$ cat config.mk
export PLATFORM = sky130hd
export DESIGN_NAME = result_select_sequencer
export DESIGN_NICKNAME = d
export VERILOG_FILES = /design/src/rtl/result_select_sequencer.sv
export SDC_FILE = /design/constraint.sdc
export NUM_CORES = 1
export LEC_CHECK = 0
export ABC_CLOCK_PERIOD_IN_PS = 3400
export CAP_MARGIN = 20
export CORE_MARGIN = 4
export CORE_UTILIZATION = 38
export DETAILED_ROUTE_END_ITERATION = 10
export PLACE_DENSITY = 0.76
export REMOVE_ABC_BUFFERS = 1
export SLEW_MARGIN = 20
export SYNTH_ARGS = -nofsm -noshare
export SYNTH_HDL_FRONTEND = slang
export SYNTH_SLANG_ARGS = --single-unit
export TNS_END_PERCENT = 10
$ cat constraint.sdc
create_clock -name i_clk -period 3.4 [get_ports i_clk]
set_input_delay 0.68 -clock i_clk [delete_from_list [all_inputs] [get_ports i_clk]]
set_output_delay 0.68 -clock i_clk [all_outputs]
set_load 0.02 [all_outputs]
$ cat src/rtl/result_select_sequencer.sv
// result_select_sequencer
//   Classifies both IEEE-754 single operands at issue. Picks the special-case
//   outcome as four result-mux select codes plus the invalid and div-by-zero
//   flags. Carries that decision down a LATENCY-deep pipeline, in lockstep
//   with the arithmetic datapath. When the pipeline is full and not consumed,
//   every stage stalls together.
//
//   Select encodings:
//     sign     : 0 ZERO, 1 A, 2 B, 3 NB, 4 A_B, 5 A_NB, 6 RESULT
//     exponent : 0 ZEROS, 1 ONES, 2 RESULT
//     frac msb : 0 ZERO, 1 ONE, 2 RESULT
//     frac lsbs: 0 ZEROS, 1 A, 2 B, 3 RESULT
module result_select_sequencer #(
  parameter int unsigned LATENCY = 4
) (
  input  logic        i_clk,
  input  logic        i_reset,
  input  logic        i_flush,
  input  logic        i_in_valid,
  output logic        o_in_ready,
  input  logic [1:0]  i_in_op,
  input  logic [31:0] i_in_a,
  input  logic [31:0] i_in_b,
  output logic        o_stage_enable,
  output logic        o_out_valid,
  input  logic        i_out_ready,
  output logic [2:0]  o_sign_select,
  output logic [1:0]  o_exponent_select,
  output logic [1:0]  o_fraction_msb_select,
  output logic [1:0]  o_fraction_lsbs_select,
  output logic        o_out_invalid,
  output logic        o_out_div_by_zero,
  output logic [4:0]  o_in_flight
);

  localparam logic [1:0] OP_ADD = 2'd0;
  localparam logic [1:0] OP_SUB = 2'd1;
  localparam logic [1:0] OP_MUL = 2'd2;
  localparam logic [1:0] OP_DIV = 2'd3;

  localparam logic [2:0] SIGN_ZERO   = 3'd0;
  localparam logic [2:0] SIGN_A      = 3'd1;
  localparam logic [2:0] SIGN_B      = 3'd2;
  localparam logic [2:0] SIGN_NB     = 3'd3;
  localparam logic [2:0] SIGN_A_B    = 3'd4;
  localparam logic [2:0] SIGN_A_NB   = 3'd5;
  localparam logic [2:0] SIGN_RESULT = 3'd6;

  localparam logic [1:0] EXP_ZEROS  = 2'd0;
  localparam logic [1:0] EXP_ONES   = 2'd1;
  localparam logic [1:0] EXP_RESULT = 2'd2;

  localparam logic [1:0] MSB_ZERO   = 2'd0;
  localparam logic [1:0] MSB_ONE    = 2'd1;
  localparam logic [1:0] MSB_RESULT = 2'd2;

  localparam logic [1:0] LSB_ZEROS  = 2'd0;
  localparam logic [1:0] LSB_A      = 2'd1;
  localparam logic [1:0] LSB_B      = 2'd2;
  localparam logic [1:0] LSB_RESULT = 2'd3;

  // Decision word: {sign[2:0], exp[1:0], msb[1:0], lsbs[1:0], invalid, div_by_zero}.
  // The all-zero word is the reset/idle value of every select and flag.
  localparam int DW = 11;

  logic w_a_exp_max, w_b_exp_max;
  logic w_a_zero, w_a_inf, w_a_nan, w_a_snan;
  logic w_b_zero, w_b_inf, w_b_nan, w_b_snan;
  logic w_is_addsub, w_eff_sub, w_invalid_op;
  logic w_advance, w_stage_enable, w_accept, w_consume;

  logic [2:0] w_sign;
  logic [1:0] w_exp, w_msb, w_lsb;
  logic       w_inv, w_dbz;
  logic [DW-1:0] w_dec;

  logic [LATENCY-1:0]         r_vld;
  logic [LATENCY-1:0][DW-1:0] r_dec;
  logic [4:0]                 r_in_flight;

  // Denormals are treated as zero: any operand with a zero exponent is ZERO.
  assign w_a_exp_max = (i_in_a[30:23] == 8'hFF);
  assign w_b_exp_max = (i_in_b[30:23] == 8'hFF);
  assign w_a_zero    = (i_in_a[30:23] == 8'h00);
  assign w_b_zero    = (i_in_b[30:23] == 8'h00);
  assign w_a_inf     = w_a_exp_max & (i_in_a[22:0] == 23'd0);
  assign w_b_inf     = w_b_exp_max & (i_in_b[22:0] == 23'd0);
  assign w_a_nan     = w_a_exp_max & (i_in_a[22:0] != 23'd0);
  assign w_b_nan     = w_b_exp_max & (i_in_b[22:0] != 23'd0);
  assign w_a_snan    = w_a_nan & ~i_in_a[22];
  assign w_b_snan    = w_b_nan & ~i_in_b[22];

  assign w_is_addsub = (i_in_op == OP_ADD) | (i_in_op == OP_SUB);
  assign w_eff_sub   = i_in_a[31] ^ i_in_b[31] ^ (i_in_op == OP_SUB);

  assign w_invalid_op =
      (w_is_addsub & w_a_inf & w_b_inf & w_eff_sub) |
      ((i_in_op == OP_MUL) & ((w_a_zero & w_b_inf) | (w_a_inf & w_b_zero))) |
      ((i_in_op == OP_DIV) & ((w_a_zero & w_b_zero) | (w_a_inf & w_b_inf)));

  // Special-case decision at issue, first matching rule wins.
  always_comb begin
    w_sign = SIGN_RESULT;
    w_exp  = EXP_RESULT;
    w_msb  = MSB_RESULT;
    w_lsb  = LSB_RESULT;
    w_inv  = 1'b0;
    w_dbz  = 1'b0;
    if (w_a_nan) begin
      w_sign = SIGN_A;    w_exp = EXP_ONES; w_msb = MSB_ONE; w_lsb = LSB_A;
      w_inv  = w_a_snan | w_b_snan;
    end else if (w_b_nan) begin
      w_sign = SIGN_B;    w_exp = EXP_ONES; w_msb = MSB_ONE; w_lsb = LSB_B;
      w_inv  = w_b_snan;
    end else if (w_invalid_op) begin
      w_sign = SIGN_ZERO; w_exp = EXP_ONES; w_msb = MSB_ONE; w_lsb = LSB_ZEROS;
      w_inv  = 1'b1;
    end else if (w_is_addsub) begin
      if (w_a_inf) begin
        w_sign = SIGN_A;
        w_exp = EXP_ONES; w_msb = MSB_ZERO; w_lsb = LSB_ZEROS;
      end else if (w_b_inf) begin
        w_sign = (i_in_op == OP_ADD) ? SIGN_B : SIGN_NB;
        w_exp = EXP_ONES; w_msb = MSB_ZERO; w_lsb = LSB_ZEROS;
      end else if (w_a_zero & w_b_zero) begin
        w_sign = (i_in_op == OP_ADD) ? SIGN_A_B : SIGN_A_NB;
        w_exp = EXP_ZEROS; w_msb = MSB_ZERO; w_lsb = LSB_ZEROS;
      end
    end else if (i_in_op == OP_MUL) begin
      if (w_a_inf | w_b_inf) begin
        w_exp = EXP_ONES;  w_msb = MSB_ZERO; w_lsb = LSB_ZEROS;
      end else if (w_a_zero | w_b_zero) begin
        w_exp = EXP_ZEROS; w_msb = MSB_ZERO; w_lsb = LSB_ZEROS;
      end
    end else begin
      if (w_a_inf | w_b_zero) begin
        w_exp = EXP_ONES;  w_msb = MSB_ZERO; w_lsb = LSB_ZEROS;
        w_dbz = w_b_zero & ~w_a_inf;
      end else if (w_a_zero | w_b_inf) begin
        w_exp = EXP_ZEROS; w_msb = MSB_ZERO; w_lsb = LSB_ZEROS;
      end
    end
  end

  assign w_dec = {w_sign, w_exp, w_msb, w_lsb, w_inv, w_dbz};

  // One global advance strobe; flush blocks acceptance and consumption alike.
  assign w_advance      = ~r_vld[LATENCY-1] | i_out_ready;
  assign w_stage_enable = w_advance & ~i_flush;
  assign w_accept       = i_in_valid & w_stage_enable;
  assign w_consume      = r_vld[LATENCY-1] & i_out_ready & ~i_flush;

  // Valid chain and occupancy count; bubbles shift like real ops.
  always_ff @(posedge i_clk) begin
    if (i_reset || i_flush) begin
      r_vld       <= '0;
      r_in_flight <= 5'd0;
    end else begin
      if (w_stage_enable) begin
        r_vld[0] <= w_accept;
        for (int i = 1; i < int'(LATENCY); i++) r_vld[i] <= r_vld[i-1];
      end
      if (w_accept && !w_consume)      r_in_flight <= r_in_flight + 5'd1;
      else if (!w_accept && w_consume) r_in_flight <= r_in_flight - 5'd1;
    end
  end

  // Decision delay line; flush leaves it alone since stage_enable is low then.
  always_ff @(posedge i_clk) begin
    if (i_reset) begin
      r_dec <= '0;
    end else if (w_stage_enable) begin
      r_dec[0] <= w_dec;
      for (int i = 1; i < int'(LATENCY); i++) r_dec[i] <= r_dec[i-1];
    end
  end

  assign o_in_ready             = w_stage_enable;
  assign o_stage_enable         = w_stage_enable;
  assign o_out_valid            = r_vld[LATENCY-1];
  assign o_in_flight            = r_in_flight;
  assign o_sign_select          = r_dec[LATENCY-1][10:8];
  assign o_exponent_select      = r_dec[LATENCY-1][7:6];
  assign o_fraction_msb_select  = r_dec[LATENCY-1][5:4];
  assign o_fraction_lsbs_select = r_dec[LATENCY-1][3:2];
  assign o_out_invalid          = r_dec[LATENCY-1][1];
  assign o_out_div_by_zero      = r_dec[LATENCY-1][0];

endmodule

## Yosys cells after proc, flatten, opt, wreduce, memory -nomap -nowiden

Index checks and enable logic that the tools add are counted.

| cells by class | value |
|---|---|
| $add $sub $neg | 2 |
| muxes and demuxes | 53 |
| eq/ne operators | 5 |
| bitwise operators | 38 |
| reduce and logical (&&, ||, !) cells | 13 |

Operators by type and width:

| kind | number |
|---|---|
| 2-bit 2-to-1 mux | 34 |
| 23-bit logical NOT | 2 |
| 23-bit nonzero test | 2 |
| 1-bit AND | 20 |
| 3-bit 2-to-1 mux | 6 |
| 8-bit equality test, second input constant | 2 |
| 8-bit logical NOT | 2 |
| 1-bit 2-to-1 mux | 11 |
| 1-bit OR | 11 |
| 5-bit 2-to-1 mux | 2 |
| 5-bit by 1-bit adder with 5-bit output, second input constant | 1 |
| 1-bit inverter | 5 |
| 5-bit by 1-bit subtractor with 5-bit output, second input constant | 1 |
| 2-bit equality test, second input constant | 2 |
| 2-bit by 1-bit equality test with 1-bit output, second input constant | 1 |
| 1-bit logical AND | 2 |
| 1-bit logical NOT | 2 |
| 2-bit logical NOT | 1 |
| 2-bit nonzero test | 1 |
| 1-bit XOR | 2 |
| 1-bit logical OR | 1 |

| storage, ports and cells | value |
|---|---|
| output and inout bits | 19 |
| bits of input ports | 71 |
| word-level logic and storage cells | 117 |
| bits in registers | 53 |

## Logic depth before layout (Yosys ltp)

| depth | value |
|---|---|
| word-level depth | 10 |
| mapped depth | 15 |
| mapped depth without buffers | 14 |

## Worst setup path after synthesis

OpenSTA, ideal clock, no wires.

| timing path | value |
|---|---|
| path kind | input-to-reg |
| start | input i_out_ready |
| end | register r_in_flight[4] (netlist: o_in_flight[4]) |
| stages on the path | 15 |
| data required time | 3.274 ns |
| path slack | 0.309 ns |
| buffers on the path | 1 |
| arrival time | 2.965 ns |
| library setup time | 0.126 ns |
| path through | nand2b_1 -> nand2b_1 -> inv_1 -> clkbuf_1 -> nand2_1 -> inv_1 -> ha_1 -> inv_1 -> ha_1 -> nor2b_1 -> o21a_1 -> or3_1 -> a21oi_1 -> xnor2_1 -> nor2_1 |

| between the ends | value |
|---|---|
| word-level cells in the longest chain between the ends | 6 |
| elaborated cells on any way between the ends | 11 |
| classes of those cells | mux: 1; bitwise: 5; reduce/logical: 5 |

Ends and longest elaborated chain:

| item | line | source |
|---|---|---|
| start, declared | 26 | `input logic i_out_ready,` |
| 1-bit OR * | 148 | `assign w_advance = ~r_vld[LATENCY-1] \| i_out_ready;` |
| 1-bit AND * | 149 | `assign w_stage_enable = w_advance & ~i_flush;` |
| 1-bit AND * | 150 | `assign w_accept = i_in_valid & w_stage_enable;` |
| via w_accept | 70 | `logic w_advance, w_stage_enable, w_accept, w_consume;` |
| 1-bit logical NOT | 164 | `else if (!w_accept && w_consume) r_in_flight <= r_in_flight - 5'd1;` |
| 1-bit logical AND | 164 |  |
| 2-bit nonzero test (no line) | -- |  |
| end signal, assigned | 163 | `if (w_accept && !w_consume) r_in_flight <= r_in_flight + 5'd1;` |
| end signal, assigned | 164 |  |
| end, declared | 79 | `logic [4:0] r_in_flight;` |

Mark *: on every way through the listed nets, which the timed path passes. The rest lies on a longest branch.
A chain may end at the register's enable or synchronous reset.

## Worst setup path after layout

Ends and elaborated chain as after synthesis.

==> impl_metrics.ini <==
[status]
status = finished clean

[sta]
fin_crit_ps = 3090
setup_violations = 0
fin_setup_tns_ps = 0
rsz0062_at_grt = no
worst_slew_pin_slew_ps = 548
hold_ws_ps = 450
fmax_mhz = 324
hold_viol_final = 0
relSlewSlack_pct = 63.4
finClkSkew_ps = 8.37
min_period_over_period_pct = 90.8
slew_violations = 0

[pwr]
power_frac_comb_pct = 16.7
p_per_area_nw_per_um2 = 332
power_w = 0.00111
clockPowerShare_pct = 29.3
vdd_drop_max_mv = 0.166
switching_share_pct = 24.1
power.leakage_nw = 1.13
p_int_w = 0.000840
seq_power_share_pct = 54.0
p_switching_w = 0.000267

[synthesis]
yosysTopAreaCellShare_pct = 41.6
synth.yosys.warnings = 0
ys_seq_area_share_pct = 41.6
yosysUniqueCellTypes = 40
yosysTopAreaCell = dfxtp_1
yosysMostFrequentCell = nand2_1
netlist_instances = 307
synth_edf_count = 0
synthFlopType = dfxtp_1
ys_ff_latch = 49
syn_area_per_cell_um2 = 7.67
synth_area_um2 = 2360
ys_top_cells_by_area = dfxtp_1 (42%), nand2_1 (12%), a21oi_1 (9.1%)
synthTopCellsByCount = nand2_1 (76), dfxtp_1 (49), a21oi_1 (43)
synthArstFlopShare_pct = 0

[hold_path]
hold_path_end = r_dec[13]
worst_hold_path_type = register to register
holdCritStartpoint = r_dec[2]
whs_path_depth = 2

[die]
start_util_pct = 39.6
ios = 90
placeableCoreArea_um2 = 5960
die_w_um = 86.7
fp.dieArea_um2 = 7520
floorplan.die.height_um = 86.7
num_rows = 28

[layout]
drive_above_1_share_pct = 6.25
antenna_cells = 0
num-nets-final = 459
final_cells = 459
final_core_util_pct = 55.9
n_fill_cell = 586
area_growth_pct = 41.3

[drt]
wl_per_cell_um = 12.3
drt-total-wl_um = 5630
antenna_left = 0
drc = 0
routed_via_density = 5.07
drtPass1Iterations = 4
drt_iter0_drc = 91
via_count = 2327

[critical_path]
slowest_stage = clkdlybuf4s50_1
endpoint_kind = register
crit_type = primary input to register
arrival_ps = 3280
reg2reg_to = o_in_flight[4]
worst-r2r-setup-slack_ps = 880
critPathLaunchType = primary input
cp.required_ps = 3590
cp_max_fo = 4
cpPeakStageDelay_ps = 490
cp_cell_sequence = clkdlybuf4s50_1, nand2b_1, nand2b_1, inv_1, nand2_1, inv_1, ha_1, inv_1, ha_1, nor2b_1, o21a_1, or3_1, a21oi_1, xnor2_1, nor2_1
crit_top_cell = inv_1
worstReg2RegStart = r_vld[3]
rr_worst_depth = 14

[cts]
cts_tree = done
cts.repair.resized = 0
root_buffer = clkbuf_8
cts.sinks = 49
ctsHoldBuffers = 0
clock_path_buffers = 2
clkTransAtPathRegs_ps = 90
cts_setup_buffers = 0
htreeDepth = 2
numCtsBuffers = 5
clkLatencyLatePin_ps = 300

[global_routing]
grt_max_degree = 41
antenna_found_initial = 0
grt_pass1_vias = 2181
grt_overflow = 0
grt_pass1_wl_um = 9140
grt_usage_pct = 15.0

[place]
gp_congestion = 0.828
portBuffers = 89
dp_hpwl_um = 4450
dpl.cell_count = 451

[run]
max_cap_violations = 0
==> how the worst max path moves through the flow <==
stage	from	end	slack, ps	cells after the start
6_report	i_out_ready	o_in_flight[4]	310	15
5_1_grt	i_out_ready	o_in_flight[4]	140	15
4_1_cts	i_out_ready	o_in_flight[4]	330	15
3_5_place_dp	i_out_ready	o_in_flight[4]	30	15
3_3_place_gp	i_out_ready	o_in_flight[4]	150	15
2_1_floorplan	i_out_ready	o_in_flight[4]	-910	14
==> layout make-up <==
type                       count  area [um^2]  share of cell area (%)
clock buffer                   6         72.6                    2.18
clock inverter                 2         10.0                   0.301
inverter                       7         26.3                   0.789
multi-input combinational    226         1220                    36.6
sequential                    49          981                    29.5
tap                           75         93.8                    2.82
timing repair buffer          94          928                    27.9
==> cells by family after synthesis <==
logic type,count (synthesis),share of synthesized area [%]
flip-flops,49,41.6
buffers and inverters,32,6.69
adder cells (fa/ha/maj),6,3.40
AO/OA/AOI/OAI,69,17.3
XOR/XNOR,5,1.86
AND/OR/NAND/NOR,146,29.2
==> power groups by stage <==
stage	Sequential, W	Combinational (W)	Clock (W)
3_3_place_gp	0.000610	0.000183	0
2_1_floorplan	0.000613	0.0000608	0
3_5_place_dp	0.000611	0.000187	0
5_1_grt	0.000600	0.000202	0.000362
4_1_cts	0.000598	0.000187	0.000335
6_report	0.000597	0.000185	0.000325
==> sequential cells by signal, indices dropped and copies added, names as in the netlist <==
| signal | count |
|---|---|
| o_fraction_msb_select | 1 |
| r_vld | 4 |
| o_sign_select | 3 |
| o_fraction_lsbs_select | 2 |
| o_exponent_select | 2 |
| o_in_flight | 5 |
| r_dec | 30 |
| o_out_div_by_zero | 1 |
| o_out_invalid | 1 |
==> worst max-delay path, delay by kind of cell <==
kind	cells	cell delay [ps]
compound gates	2	370
simple gates	6	850
buf+inv	4	730
xor+xnor	1	140
fa+ha+maj	2	520
==> placed cells by master (no fill, tap or decap), types with 3 or more instances in the layout <==
| cell type | n |
|---|---|
| nor3_1 | 7 |
| dfxtp_1 | 49 |
| nand4_1 | 7 |
| o22ai_1 | 4 |
| nand3b_1 | 3 |
| o21a_1 | 3 |
| nor4_2 | 3 |
| o21ai_0 | 6 |
| nand2_1 | 76 |
| ha_1 | 4 |
| buf_4 | 5 |
| nor2_1 | 24 |
| nor2b_1 | 3 |
| clkdlybuf4s50_1 | 89 |
| a21oi_1 | 43 |
| nor4_1 | 11 |
| clkbuf_8 | 5 |
| inv_1 | 7 |
| xnor2_1 | 3 |
==> per-stage QoR <==
stage | setup slack, ps | cell area, um^2
finish | 312 | 3330
detailed placement | 33.1 | 3250
floorplan | -909 | 2220
global placement | 151 | 3250
global route | 144 | 3330
CTS | 327 | 3330
==> metal layers <==
metal  wire length, um  global-route usage [%]  vias to the layer above
li1                  -                       -                     1202
met1              2350                    16.5                     1027
met2              2700                    27.3                       91
met3               528                    5.13                        7
met4                57                    3.82                        0
met5                 0                       0                        -
Note: power is estimated with default switching activity, not from simulation.
